### config.mk
export PLATFORM = sky130hd
export DESIGN_NAME = pipeline_muldiv
export DESIGN_NICKNAME = d
export VERILOG_FILES = /design/src/rtl/pipeline_muldiv.sv
export SDC_FILE = /design/constraint.sdc
export NUM_CORES = 1
export LEC_CHECK = 0
export ABC_AREA = 1
export CAP_MARGIN = 5
export CELL_PAD_IN_SITES_DETAIL_PLACEMENT = 1
export CELL_PAD_IN_SITES_GLOBAL_PLACEMENT = 1
export CORE_UTILIZATION = 45
export CTS_CLUSTER_DIAMETER = 80
export DETAILED_ROUTE_END_ITERATION = 6
export PLACE_DENSITY_LB_ADDON = 0.2
export SLEW_MARGIN = 20
export SYNTH_ARGS = -nofsm -noshare
export SYNTH_HDL_FRONTEND = slang
export SYNTH_SLANG_ARGS = --single-unit
export TNS_END_PERCENT = 1
### constraint.sdc
create_clock -name clk -period 5.65 [get_ports clk]
set_input_delay 1.4125 -clock clk [delete_from_list [all_inputs] [get_ports clk]]
set_output_delay 1.4125 -clock clk [all_outputs]
set_load 0.005 [all_outputs]
### src/rtl/pipeline_muldiv.sv
// pipeline_muldiv: iterative MULT/MULTU/DIV/DIVU unit owning HI/LO, with MTHI/MTLO and a valid/ready request port.
// Define PIPELINE_MULDIV_DIV_EN to build the divider; without it DIV/DIVU are reported as illegal ops.
module pipeline_muldiv #(
  parameter int WIDTH = 32,
  parameter int BITS_PER_CYCLE = 1
) (
  input  logic             clk,
  input  logic             rst_n,
  input  logic             flush,
  input  logic             req_valid,
  output logic             req_ready,
  input  logic [2:0]       req_op,
  input  logic [WIDTH-1:0] req_a,
  input  logic [WIDTH-1:0] req_b,
  output logic             busy,
  output logic             done,
  output logic             div_by_zero,
  output logic             bad_op,
  output logic [WIDTH-1:0] hi_out,
  output logic [WIDTH-1:0] lo_out
);
  localparam int N = WIDTH / BITS_PER_CYCLE;
  localparam int CW = $clog2(N + 1);
`ifdef PIPELINE_MULDIV_DIV_EN
  localparam bit DIV_EN = 1'b1;
`else
  localparam bit DIV_EN = 1'b0;
`endif
  typedef enum logic [1:0] {IDLE, CALC, FIXUP} state_t;
  state_t state;
  logic [2*WIDTH-1:0] acc, nxt;
  logic [WIDTH-1:0] mb, a_orig, q, r;
  logic [WIDTH:0] s;
  logic [CW-1:0] cnt;
  logic is_div, neg_q, neg_r, sgn, start;
  assign req_ready = state == IDLE && !flush;
  assign busy = state != IDLE;
  assign sgn = !req_op[0] && !req_op[2];
  assign start = req_valid && req_ready && !req_op[2] && (DIV_EN || !req_op[1]);
  assign q = acc[WIDTH-1:0];
  assign r = acc[2*WIDTH-1:WIDTH];
  // acc holds {partial, multiplier} for multiply and {remainder, dividend/quotient} for divide
  always_comb begin
    nxt = acc;
    s = '0;
    for (int i = 0; i < BITS_PER_CYCLE; i++) begin
`ifdef PIPELINE_MULDIV_DIV_EN
      if (is_div) begin
        s = {nxt[2*WIDTH-1:WIDTH], nxt[WIDTH-1]} - {1'b0, mb};
        nxt = {s[WIDTH] ? {nxt[2*WIDTH-2:WIDTH], nxt[WIDTH-1]} : s[WIDTH-1:0], nxt[WIDTH-2:0], ~s[WIDTH]};
      end else
`endif
      begin
        s = {1'b0, nxt[2*WIDTH-1:WIDTH]} + (nxt[0] ? {1'b0, mb} : {(WIDTH+1){1'b0}});
        nxt = {s, nxt[WIDTH-1:1]};
      end
    end
  end
  always_ff @(posedge clk or negedge rst_n) begin
    if (!rst_n) begin
      state <= IDLE;
      acc <= '0;
      mb <= '0;
      a_orig <= '0;
      cnt <= '0;
      is_div <= 1'b0;
      neg_q <= 1'b0;
      neg_r <= 1'b0;
      hi_out <= '0;
      lo_out <= '0;
      done <= 1'b0;
      div_by_zero <= 1'b0;
      bad_op <= 1'b0;
    end else begin
      done <= 1'b0;
      div_by_zero <= 1'b0;
      bad_op <= 1'b0;
      if (start) begin
        state <= CALC;
        cnt <= CW'(N);
        is_div <= req_op[1];
        neg_q <= sgn && (req_a[WIDTH-1] ^ req_b[WIDTH-1]);
        neg_r <= sgn && req_a[WIDTH-1];
        a_orig <= req_a;
        acc <= {{WIDTH{1'b0}}, (sgn && req_a[WIDTH-1] ? -req_a : req_a)};
        mb <= sgn && req_b[WIDTH-1] ? -req_b : req_b;
      end else if (req_valid && req_ready) begin
        if (req_op == 3'd4) hi_out <= req_a;
        else if (req_op == 3'd5) lo_out <= req_a;
        else bad_op <= 1'b1;
      end
      if (flush) state <= IDLE;
      else if (state == CALC) begin
        acc <= nxt;
        cnt <= cnt - 1'b1;
        if (cnt == CW'(1)) state <= FIXUP;
      end else if (state == FIXUP) begin
        state <= IDLE;
        done <= 1'b1;
        if (is_div) begin
          lo_out <= mb == '0 ? '1 : neg_q ? -q : q;
          hi_out <= mb == '0 ? a_orig : neg_r ? -r : r;
          div_by_zero <= mb == '0;
        end else {hi_out, lo_out} <= neg_q ? -acc : acc;
      end
    end
  end
endmodule
# == After elaboration in Yosys (flattened, before gate mapping) ==
# Index checks and enable logic that the tools add are counted.
# word_totals
output_inout_bits,69
input_bits,71
register_bits,206
# classes
eq_ne,5
n_reduce_logical,15
muxes,45
n_bitwise,1
add_sub_neg,7
# ops
op,count
$mux 32,22
$mux 64,4
$neg 32->32,4
$neg 64->64,1
$add 32x32->33,1
$logic_not 32->1,1
$mux 6,3
$mux 1,11
$mux 2,5
$logic_and 1x1->1,8
$eq 3x3->1 const B,2
$eq 6x1->1 const B,1
$sub 6x1->6 const B,1
$logic_not 1->1,4
$eq 2x1->1 const B,1
$eq 2x2->1 const B,1
$logic_not 2->1,1
$reduce_bool 2->1,1
$xor 1x1->1,1

# == Logic depth before layout (Yosys ltp) ==
# Gate-level depths: netlist of the first run.
# depth
depth_word,9
depth_mapped,18
depth_no_buf,16

# == Worst setup path after synthesis of the first run ==
# OpenSTA, ideal clock, no wires.
# synth_timing
path_kind,input to output
from,in flush
to,out req_ready
stages,1
required_time_ns,4.238
setup_slack_ns,2.708
arrival_time_ns,1.530
path_cell_list,nor2_4
# synth_via
elab_chain_len,2
# synth_lines
element,line,source
start: declaration,9,"input logic flush,"
$logic_not 1->1,36,assign req_ready = state == IDLE && !flush;
$logic_and 1x1->1,36,
end: declaration,11,"output logic req_ready,"
# Every way passes these cells.

# == Final worst setup path of the first run ==
# layout_timing
from,in flush
to,reg acc[14]
# layout_via
elab_chain_len,8
# layout_lines
element,line,source
$logic_not 1->1,36,
$logic_and 1x1->1,36,
$logic_and 1x1->1 (3 in a row),39,assign start = req_valid && req_ready && !req_op[2] && (DIV_EN || !req_op[1]);
$mux 64,78,if (start) begin
$mux 64,93,else if (state == CALC) begin
$mux 64 *,92,if (flush) state <= IDLE;
end signal: assignment,85,"acc <= {{WIDTH{1'b0}}, (sgn && req_a[WIDTH-1] ? -req_a : req_a)};"
end signal: assignment,94,acc <= nxt;
end: declaration,31,"logic [2*WIDTH-1:0] acc, nxt;"
# Mark *: on every way between the ends. The rest lies on a longest branch, timed or not.
# A chain may end at the register's enable or synchronous reset.

==> reports/metrics.yaml, run 1 <==
synthesis:
  yosysWarnings: 0
  synth_nets: 2680
  synth_top_area_cell: "dfrtp_1"
  yosys-top-cells-area: "dfrtp_1 (31%), nand2_1 (16%), inv_1 (7.2%)"
  synth_xor_area_share_pct: 3.89
  ys_async_sr_fraction_pct: 100
  syn_area_sq_um: 16400
  synthAdderAreaFrac_pct: 3.02
  ys_seq_area_share_pct: 31.4
  synth_compound_area_share_pct: 17.0
  synth_cell_types: 55
  synth_top_area_share_pct: 31.4
  muxShareOfSynthArea_pct: 0
  synth_top_family_by_area: "simple AND/OR/NAND/NOR gates"
  syn_area_per_cell_sq_um: 6.39
  synth_ff_type: "dfrtp_1"
  synth_edf_count: 0
  yosys_register_bits: 206
  synthSimpleGateAreaFrac_pct: 34.3
  synth_cells: 2570
floorplanning:
  dieArea_sq_um: 37300
  pin_count: 140
  die_x_um: 193
  dieHeight_um: 193
  core_sq_um: 35700
  row_count: 69
  start_util_pct: 46.0
cts:
  h-tree-depth: 1
  postCtsSetupBuffers: 0
  cts_tree: "built"
  clk_pin_slew_ps: 60
  insertion_delay_ps: 570
  cts.sinks: 206
  root_buffer: "clkbuf_16"
  ctsHoldBuffers: 0
  ctsLongestPathBuffers: 3
  cts_resized: 0
  cts_buffers: 26
timing:
  worstMarginPinSlew_ps: 1060
  fin_ws_ps: 1560
  fmax_mhz: 244
  setup_viol: 0
  min_period_ps: 4090
  slew_headroom_pct: 29.1
  clock_skew_ps: 30.6
  whs_ps: 498
  rsz0062_at_grt: "false"
  finalMaxSlewViolations: 0
  post-route-period-util_pct: 72.4
  fin_tns_setup_ps: 0
  hold_violations: 0
placement:
  post-place-cells: 3092
  hpwl_um: 53000
  portBuffers: 139
  dpl_worst_slack_ps: 1050
  gp_congestion: 0.960
route:
  vias: 18400
  drc: 5
  drtIter0Drc: 1749
  viasPerCell: 5.88
  wl_um: 69600
  drtPass1Iterations: 7
  wl_per_cell_um: 22.2
  antenna_left: 0
grt:
  grt_max_degree: 90
  antenna_found_initial: 0
  grt_pass1_wl_um: 107000
  overflow: 0
  grt_usage_pct: 37.7
  grt_pass1_vias: 18800
worst_setup_path:
  crit_fanout: 50
  critPathKind: "in2reg"
  cp-end-kind: "flip-flop"
  start_kind: "input port"
  arrival_ps: 4600
  critPathRequiredTime_ps: 6160
finish:
  area_growth_pct: 15.0
  layout-drive-gt1-share_pct: 5.53
  fillers: 4866
  final_cells: 3137
  final_core_util_pct: 52.9
  final_nets: 2769
  diodes: 0
power:
  p_per_area_nw_per_um2: 368
  cellLeakagePower_uw: 0.00922
  ir_worst_vdd_mv: 0.239
worst_hold_path:
  worstHoldPathType: "reg2reg"
flow_run:
  drv_cap: 0
run_status:
  status: "complete, but fails checks"
  violations: "DRC"
## synth_stat cells (4+ instances only)
| master | instances |
|---|---|
| a211oi_1 | 6 |
| a21oi_1 | 206 |
| a31oi_1 | 9 |
| buf_1 | 4 |
| buf_2 | 40 |
| buf_4 | 6 |
| buf_6 | 7 |
| clkbuf_1 | 37 |
| dfrtp_1 | 206 |
| ha_1 | 38 |
| inv_1 | 317 |
| inv_2 | 10 |
| nand2_1 | 680 |
| nand2_2 | 12 |
| nand3_1 | 196 |
| nand3_2 | 9 |
| nand3b_1 | 7 |
| nand4_1 | 28 |
| nor2_1 | 303 |
| nor2_2 | 26 |
| nor2_4 | 9 |
| nor3_1 | 28 |
| o211ai_1 | 20 |
| o21a_1 | 5 |
| o21ai_0 | 213 |
| o21ai_1 | 15 |
| o21ai_2 | 4 |
| o22ai_1 | 9 |
| o31ai_1 | 4 |
| or2_2 | 5 |
| xnor2_1 | 10 |
| xor2_1 | 63 |
## sequential cells by signal (all words and copies together), names as in the netlist
signal	flops
acc	64
a_orig	32
hi_out	32
lo_out	32
mb	32
cnt	6
state	2
bad_op	1
div_by_zero	1
done	1
is_div	1
neg_q	1
neg_r	1
## path summary, 6_finish.rpt
path / startpoint / endpoint / depth (start not counted) / slack, ps
setup / recovery: flush / acc[14] / 9 / 1560
hold / removal: a_orig[11] / a_orig[11] / 2 / 500
setup reg to reg: acc[0] / acc[61] / 15 / 2320
hold reg to reg: a_orig[11] / a_orig[11] / 2 / 500
max in group asynchronous: rst_n / lo_out[24] / 2 / 3800
min in group asynchronous: rst_n / hi_out[22] / 1 / 830
## metal layers
| metal | vias to the layer above | share of wire, % | global-route usage, % |
|---|---|---|---|
| met5 | - | 0 | 0 |
| met2 | 734 | 45 | 59.5 |
| met4 | 0 | 3.8 | 14.3 |
| met3 | 157 | 6.7 | 4.42 |
| met1 | 9071 | 44 | 52.8 |
| li1 | 8479 | - | - |
## layout by cell type (no fill, tap or decap), drive strengths merged, types with 2 or more instances in the layout
cell,count
nand4,29
and2,3
o2bb2ai,2
o21ai,235
xnor2,10
a21o,2
xor2,63
o31ai,4
nor2,339
inv,326
dfrtp,206
nand2,693
nor4,4
nor3,28
ha,38
buf,17
o21bai,3
clkbuf,37
a22oi,3
clkdlybuf4s50,138
a211oi,6
nand3b,7
o21a,5
nand3,206
a31oi,9
o22ai,9
a21oi,208
or2,7
o211ai,23
clkinv,9
## report_power, final
part           internal [uW]  switching [uW]
Sequential              1820             501
Clock                    946             694
Combinational           1050            1930
Total                   3820            3130
## critical path: stages
cell             delay, ps
clkdlybuf4s50_1        510
nor2_4                 200
nand4_4                540
clkinv_2               800
buf_4                  480
nand2_1                140
o211ai_1               220
o21ai_0                130
inv_1                  100
## cell type report
| type | instances | area, sq um | area share, % |
|---|---|---|---|
| clock buffer | 37 | 732 | 3.87 |
| clock inverter | 8 | 92.6 | 0.490 |
| inverter | 329 | 1240 | 6.57 |
| multi-input combinational | 1941 | 9570 | 50.6 |
| sequential | 206 | 5160 | 27.3 |
| tap | 461 | 577 | 3.05 |
| timing repair buffer | 155 | 1530 | 8.09 |
## logic make-up (layout without fill, tap and decap cells)
logic type / after synthesis / count (layout)
adder cells (fa/ha/maj): 39 / 39
AND/OR/NAND/NOR: 1317 / 1317
flip-flops: 206 / 206
AO/OA/AOI/OAI: 512 / 512
buffers and inverters: 423 / 529
XOR/XNOR: 73 / 73
## stage by stage
stage	area [sq um]	total power [uW]
5_1_grt	18900	7340
3_5_place_dp	18100	5230
6_report	18900	6950
2_1_floorplan	16400	3970
3_3_place_gp	18100	5110
4_1_cts	18900	6890
(Power assumes the default switching activity.)
==> run 2: changes to the inputs <==
- CORE_UTILIZATION: 45 -> 42
- clock period: 5.65 -> 4.2 ns (I/O delays scaled with it)
==> run 2 against run 1 <==
Effect of this change: the run still ends with DRC left; clock skew shrank 6.0 ps; sequential power grew 34%; core utilization shrank 3.0 points; clock power grew 61%; critical endpoint is now req_ready; largest cell class unchanged.
==> reports/metrics.yaml, run 2 (synthesized netlist as in run 1, its figures left out) <==
run_status:
  status: "complete, but fails checks"
  violations: "DRC"
finish:
  area_growth_pct: 17.4
  mostFrequentLayoutCells: "nand2_1 (678), inv_1 (317), nor2_1 (303)"
  largest_reg_flops: 64  # unchanged
  top_register: "acc"
  layout-drive-gt1-share_pct: 6.38  # +0.84 points
  final_common_cell: "nand2_1"
  fin_area_sq_um: 19300  # +2.0%
  diodes: 0  # unchanged
  final_nets: 2785  # +0.58%
  fillers: 5162  # +6.1%
  final_cells: 3216  # +2.5%
placement:
  hpwl_um: 53500  # +0.87%
  placed_cell_area_sq_um: 18300  # +1.1%
  portBuffers: 139  # unchanged
  post-place-cells: 3162  # +2.3%
  gp_congestion: 0.965  # +0.52%
floorplanning:
  die_x_um: 200  # +3.5%
  start_util_pct: 42.5  # -3.5 points
  row_count: 72  # +4.3%
  dieHeight_um: 200  # +3.5%
  dieArea_sq_um: 39900  # +7.1%
  pin_count: 140  # unchanged
  core_sq_um: 38600  # +8.1%
timing:
  fin_tns_setup_ps: 0  # unchanged
  finalMaxSlewViolations: 0  # unchanged
  worstMarginPinSlew_ps: 1010  # -54.4 ps
  min_period_ps: 3330
  setup_viol: 0  # unchanged
  hold_violations: 0  # unchanged
  slew_headroom_pct: 32.6  # +3.6 points
  clock_skew_ps: 24.6  # -6.03 ps
  fmax_mhz: 300
  post-route-period-util_pct: 79.4
  rsz0062_at_grt: "false"
worst_setup_path:
  start_kind: "input port"
  arrival_ps: 2280  # -2320 ps
  crit_fanout: 4  # -92%
  cp-end-kind: "output pin"
  critPathKind: "in2out"
  critPathRequiredTime_ps: 3150  # -3010 ps
route:
  wl_um: 69500  # -0.17%
  viasPerCell: 5.72  # -2.6%
  drc: 1  # -4
  vias: 18400  # -0.18%
  wl_per_cell_um: 21.6  # -2.6%
  antenna_left: 0  # unchanged
  drtIter0Drc: 1467  # -16%
  drtPass1Iterations: 7  # unchanged
cts:
  ctsLongestPathBuffers: 3  # unchanged
  h-tree-depth: 1  # unchanged
  insertion_delay_ps: 600  # +30 ps
  ctsHoldBuffers: 0  # unchanged
  cts_buffers: 29  # +12%
  postCtsSetupBuffers: 0  # unchanged
  cts.sinks: 206  # unchanged
  root_buffer: "clkbuf_16"
  clk_pin_slew_ps: 60  # about the same
  cts_resized: 0  # unchanged
  cts_tree: "built"
grt:
  overflow: 0  # unchanged
  grt_pass1_wl_um: 107000  # -0.49%
  grt_max_degree: 121  # +34%
  antenna_found_initial: 0  # unchanged
  grt_pass1_vias: 18600  # -1.1%
  grt_usage_pct: 35.2  # -2.5 points
power:
  total_power_uw: 9750  # +40%
  p_per_area_nw_per_um2: 505  # +37%
  cellLeakagePower_uw: 0.00939  # +1.9%
  ir_worst_vdd_mv: 0.282  # +18%
flow_run:
  drv_cap: 0  # unchanged
worst_hold_path:
  worstHoldPathType: "reg2reg"
[run 2: cell types whose count changed in the layout (fill, tap and decap cells not counted)]
cell	previous run	this run
clkbuf_8	4	7
buf_12	1	3
clkbuf_1	7	5
bufinv_16	1	3
inv_6	0	2
inv_8	0	2
clkbuf_16	26	29
clkinv_2	8	6
inv_2	8	9
inv_16	0	1
clkinv_16	1	0
buf_4	15	26
[run 2: stage by stage]
stage	hold slack (ps)	setup slack, ps	util (%)
after global placement	465	866	47.3
after detailed placement	466	867	47.3
after global routing	505	820	49.9
final	486	867	49.9
after CTS	482	860	49.9
after floorplan	449	1910	-
[run 2: power by group]
group	switching (uW)	internal, uW
Sequential	665	2450
Combinational	2560	1420
Clock	1050	1590
[run 2: path summary, 6_finish.rpt]
kind / slack [ps] / to / cells after the start / from
worst max register to register: 1470 / acc[61] / 16 / acc[0]
min in group asynchronous: 540 / acc[54] / 1 / rst_n
worst min register to register: 490 / a_orig[2] / 2 / a_orig[2]
worst min-delay path: 490 / a_orig[2] / 2 / a_orig[2]
worst max-delay path: 870 / req_ready / 3 / flush
max in group asynchronous: 2760 / cnt[1] / 2 / rst_n
[run 2: critical path, stage by stage]
cell	delay [ps]
clkdlybuf4s50_1	510
nor2_4	200
clkdlybuf4s50_1	520
[run 2: metal layers]
metal,global-route usage (%),vias to the layer above,wire length (um)
met5,0,-,0
met4,12.2,0,2630
met3,4.03,145,4200
met2,55.9,634,31500
met1,49.5,9094,31200
li1,-,8535,-
[run 2: final cells by class]
cell class	count	area, sq um	share of cell area [%]
clock buffer	41	841	4.36
clock inverter	13	178	0.921
inverter	329	1240	6.43
multi-input combinational	1941	9570	49.6
sequential	206	5160	26.7
tap	518	648	3.36
timing repair buffer	168	1650	8.56
==> run 3: changes to the inputs <==
- CORE_UTILIZATION: 42 -> 38
- clock period: 4.2 -> 2.8 ns (I/O delays scaled with it)
==> run 3 against run 2 <==
Effect of this change: the flow now finishes without violations; core utilization fell by 3.2 points; setup slack got worse by 700 ps; largest power group unchanged; cell area grew 2.5%; non-clock buffer count is 39 higher; sequential power increased by 50%; clock skew is 5.3 ps lower; power up 50%; clock power rose by 49%; combinational power grew 52%; die area increased by 10%; wire length increased by 1.8%.
==> reports/metrics.yaml, run 3 (synthesized netlist as in run 1, its figures left out) <==
finish:
  area_growth_pct: 20.3
  mostFrequentLayoutCells: "nand2_1 (677), inv_1 (317), nor2_1 (303)"
  layout-drive-gt1-share_pct: 7.57  # +1.2 points
  top_register: "acc"
  largest_reg_flops: 64  # unchanged
  fillers: 5546  # +7.4%
  multi_input_area_sq_um: 9580  # about the same
  regArea_sq_um: 5160  # unchanged
  final_nets: 2824  # +1.4%
  diodes: 0  # unchanged
  final_common_cell: "nand2_1"
placement:
  portBuffers: 139  # unchanged
  dpl_worst_slack_ps: 7.13  # -860 ps
  hpwl_um: 55000  # +2.9%
  gp_congestion: 1.01  # +4.4%
power:
  p_switching_uw: 6400  # +50%
  p_sw_share_pct: 43.7  # -0.20 points
  total_power_uw: 14700  # +50%
  power_frac_seq_pct: 31.9  # about the same
  cellLeakagePower_uw: 0.00962  # +2.4%
  clkPwrFrac_pct: 26.8  # -0.3 points
  intPower_uw: 8250  # +51%
  power_frac_comb_pct: 41.2  # +0.3 points
  p_per_area_nw_per_um2: 741  # +47%
  ir_worst_vdd_mv: 0.508  # +80%
worst_setup_path:
  crit_fanout: 4  # unchanged
  cp-end-kind: "output pin"
  start_kind: "input port"
  critPathRequiredTime_ps: 2100  # -1050 ps
  critPathKind: "in2out"
  arrival_ps: 1930  # -350 ps
cts:
  clk_pin_slew_ps: 60  # about the same
  h-tree-depth: 1  # unchanged
  insertion_delay_ps: 600  # about the same
  postCtsSetupBuffers: 0  # unchanged
  cts_buffers: 29  # unchanged
  cts.sinks: 206  # unchanged
  ctsLongestPathBuffers: 3  # unchanged
  cts_tree: "built"
  root_buffer: "clkbuf_16"
timing:
  setup_viol: 0  # unchanged
  min_period_ps: 2630
  worstMarginPinSlew_ps: 748  # -262 ps
  fmax_mhz: 380
  post-route-period-util_pct: 94.1
  hold_violations: 0  # unchanged
  slew_headroom_pct: 49.6  # +17 points
  clock_skew_ps: 19.3  # -5.27 ps
  finalMaxSlewViolations: 0  # unchanged
  rsz0062_at_grt: "false"
  fin_tns_setup_ps: 0  # unchanged
  fin_ws_ps: 166  # -700 ps
grt:
  grt_pass1_wl_um: 110000  # +2.9%
  grt_max_degree: 121  # unchanged
  overflow: 0  # unchanged
  grt_usage_pct: 32.3  # -2.9 points
  grt_pass1_vias: 18800  # +1.5%
  antenna_found_initial: 0  # unchanged
route:
  vias: 18300  # -0.80%
  drtPass1Iterations: 5  # -2
  antenna_left: 0  # unchanged
  wl_um: 70700  # +1.8%
  drc: 0  # -1
  wl_per_cell_um: 21.4  # -1.1%
  viasPerCell: 5.51  # -3.7%
  drtIter0Drc: 1386  # -5.5%
floorplanning:
  start_util_pct: 38.8  # -3.7 points
  dieArea_sq_um: 44100  # +10%
  pin_count: 140  # unchanged
  core_sq_um: 42300  # +9.5%
  row_count: 75  # +4.2%
  die_x_um: 210  # +5.1%
  dieHeight_um: 210  # +5.1%
run_status:
  status: "completed"
flow_run:
  drv_cap: 0  # unchanged
worst_hold_path:
  worstHoldPathType: "reg2reg"
==> run 3: cell types whose count changed in the layout (fill, tap and decap cells not counted), sizes merged <==
| cell | previous run | this run |
|---|---|---|
| clkinvlp | 1 | 0 |
| inv | 332 | 330 |
| dlygate4sd3 | 0 | 1 |
| bufinv | 3 | 4 |
| buf | 30 | 68 |
==> run 3: final cells by class <==
type	instances	share of cell area, %
clock buffers	41	4.10
clock inverters	11	0.899
inverters	329	6.27
multi-input cells	1941	48.4
flip-flops and latches	206	26.1
well taps	577	3.65
repair buffers	207	10.5
==> run 3: metal layers <==
layer	part of all wire, %	wire [um]	up-vias	track usage [%]
met1	46	32400	9013	44.8
met4	2.9	2090	0	9.16
met3	5.9	4140	114	4.68
met2	45	32100	537	52.3
met5	0	0	-	0
li1	-	-	8596	-
==> run 3: power by group through the flow <==
stage | combinational (uW) | sequential [uW] | clock, uW
6_report | 6040 | 4680 | 3930
5_1_grt | 6720 | 4750 | 4070
4_1_cts | 5990 | 4660 | 3990
3_5_place_dp | 5920 | 4690 | 0
3_3_place_gp | 5790 | 4680 | 0
2_1_floorplan | 3720 | 4290 | 0
==> run 3: timing repair <==
action,in CTS,in global routing
hold buffers,1,0
gates resized for setup,0,2
setup endpoints to repair,0,2
endpoints found under the hold margin,11,0
==> run 3: worst paths after layout <==
path                                 from        end  cells after the start  slack [ps]
worst max-delay path                flush  req_ready                      3         170
max in group asynchronous           rst_n     mb[22]                      3        1440
min in group asynchronous           rst_n    acc[61]                      2         590
worst min-delay path            a_orig[3]  a_orig[3]                      2         480
worst min register to register  a_orig[3]  a_orig[3]                      2         480
worst max register to register     acc[0]    acc[63]                     12         200
==> run 3: per-stage QoR <==
step	hold WS, ps	std cells	area (sq um)	util, %
final	484	3312	19800	46.7
after global routing	509	3312	19800	46.7
after CTS	485	3312	19800	46.7
after detailed placement	471	3259	18800	44.3
after global placement	462	3259	18800	44.3
after floorplan	404	2570	16400	-
==> run 3: worst max-delay path, stage by stage <==
cell and delay [ps]:
clkdlybuf4s50_1 510, nor2_4 200, clkdlybuf4s50_1 530
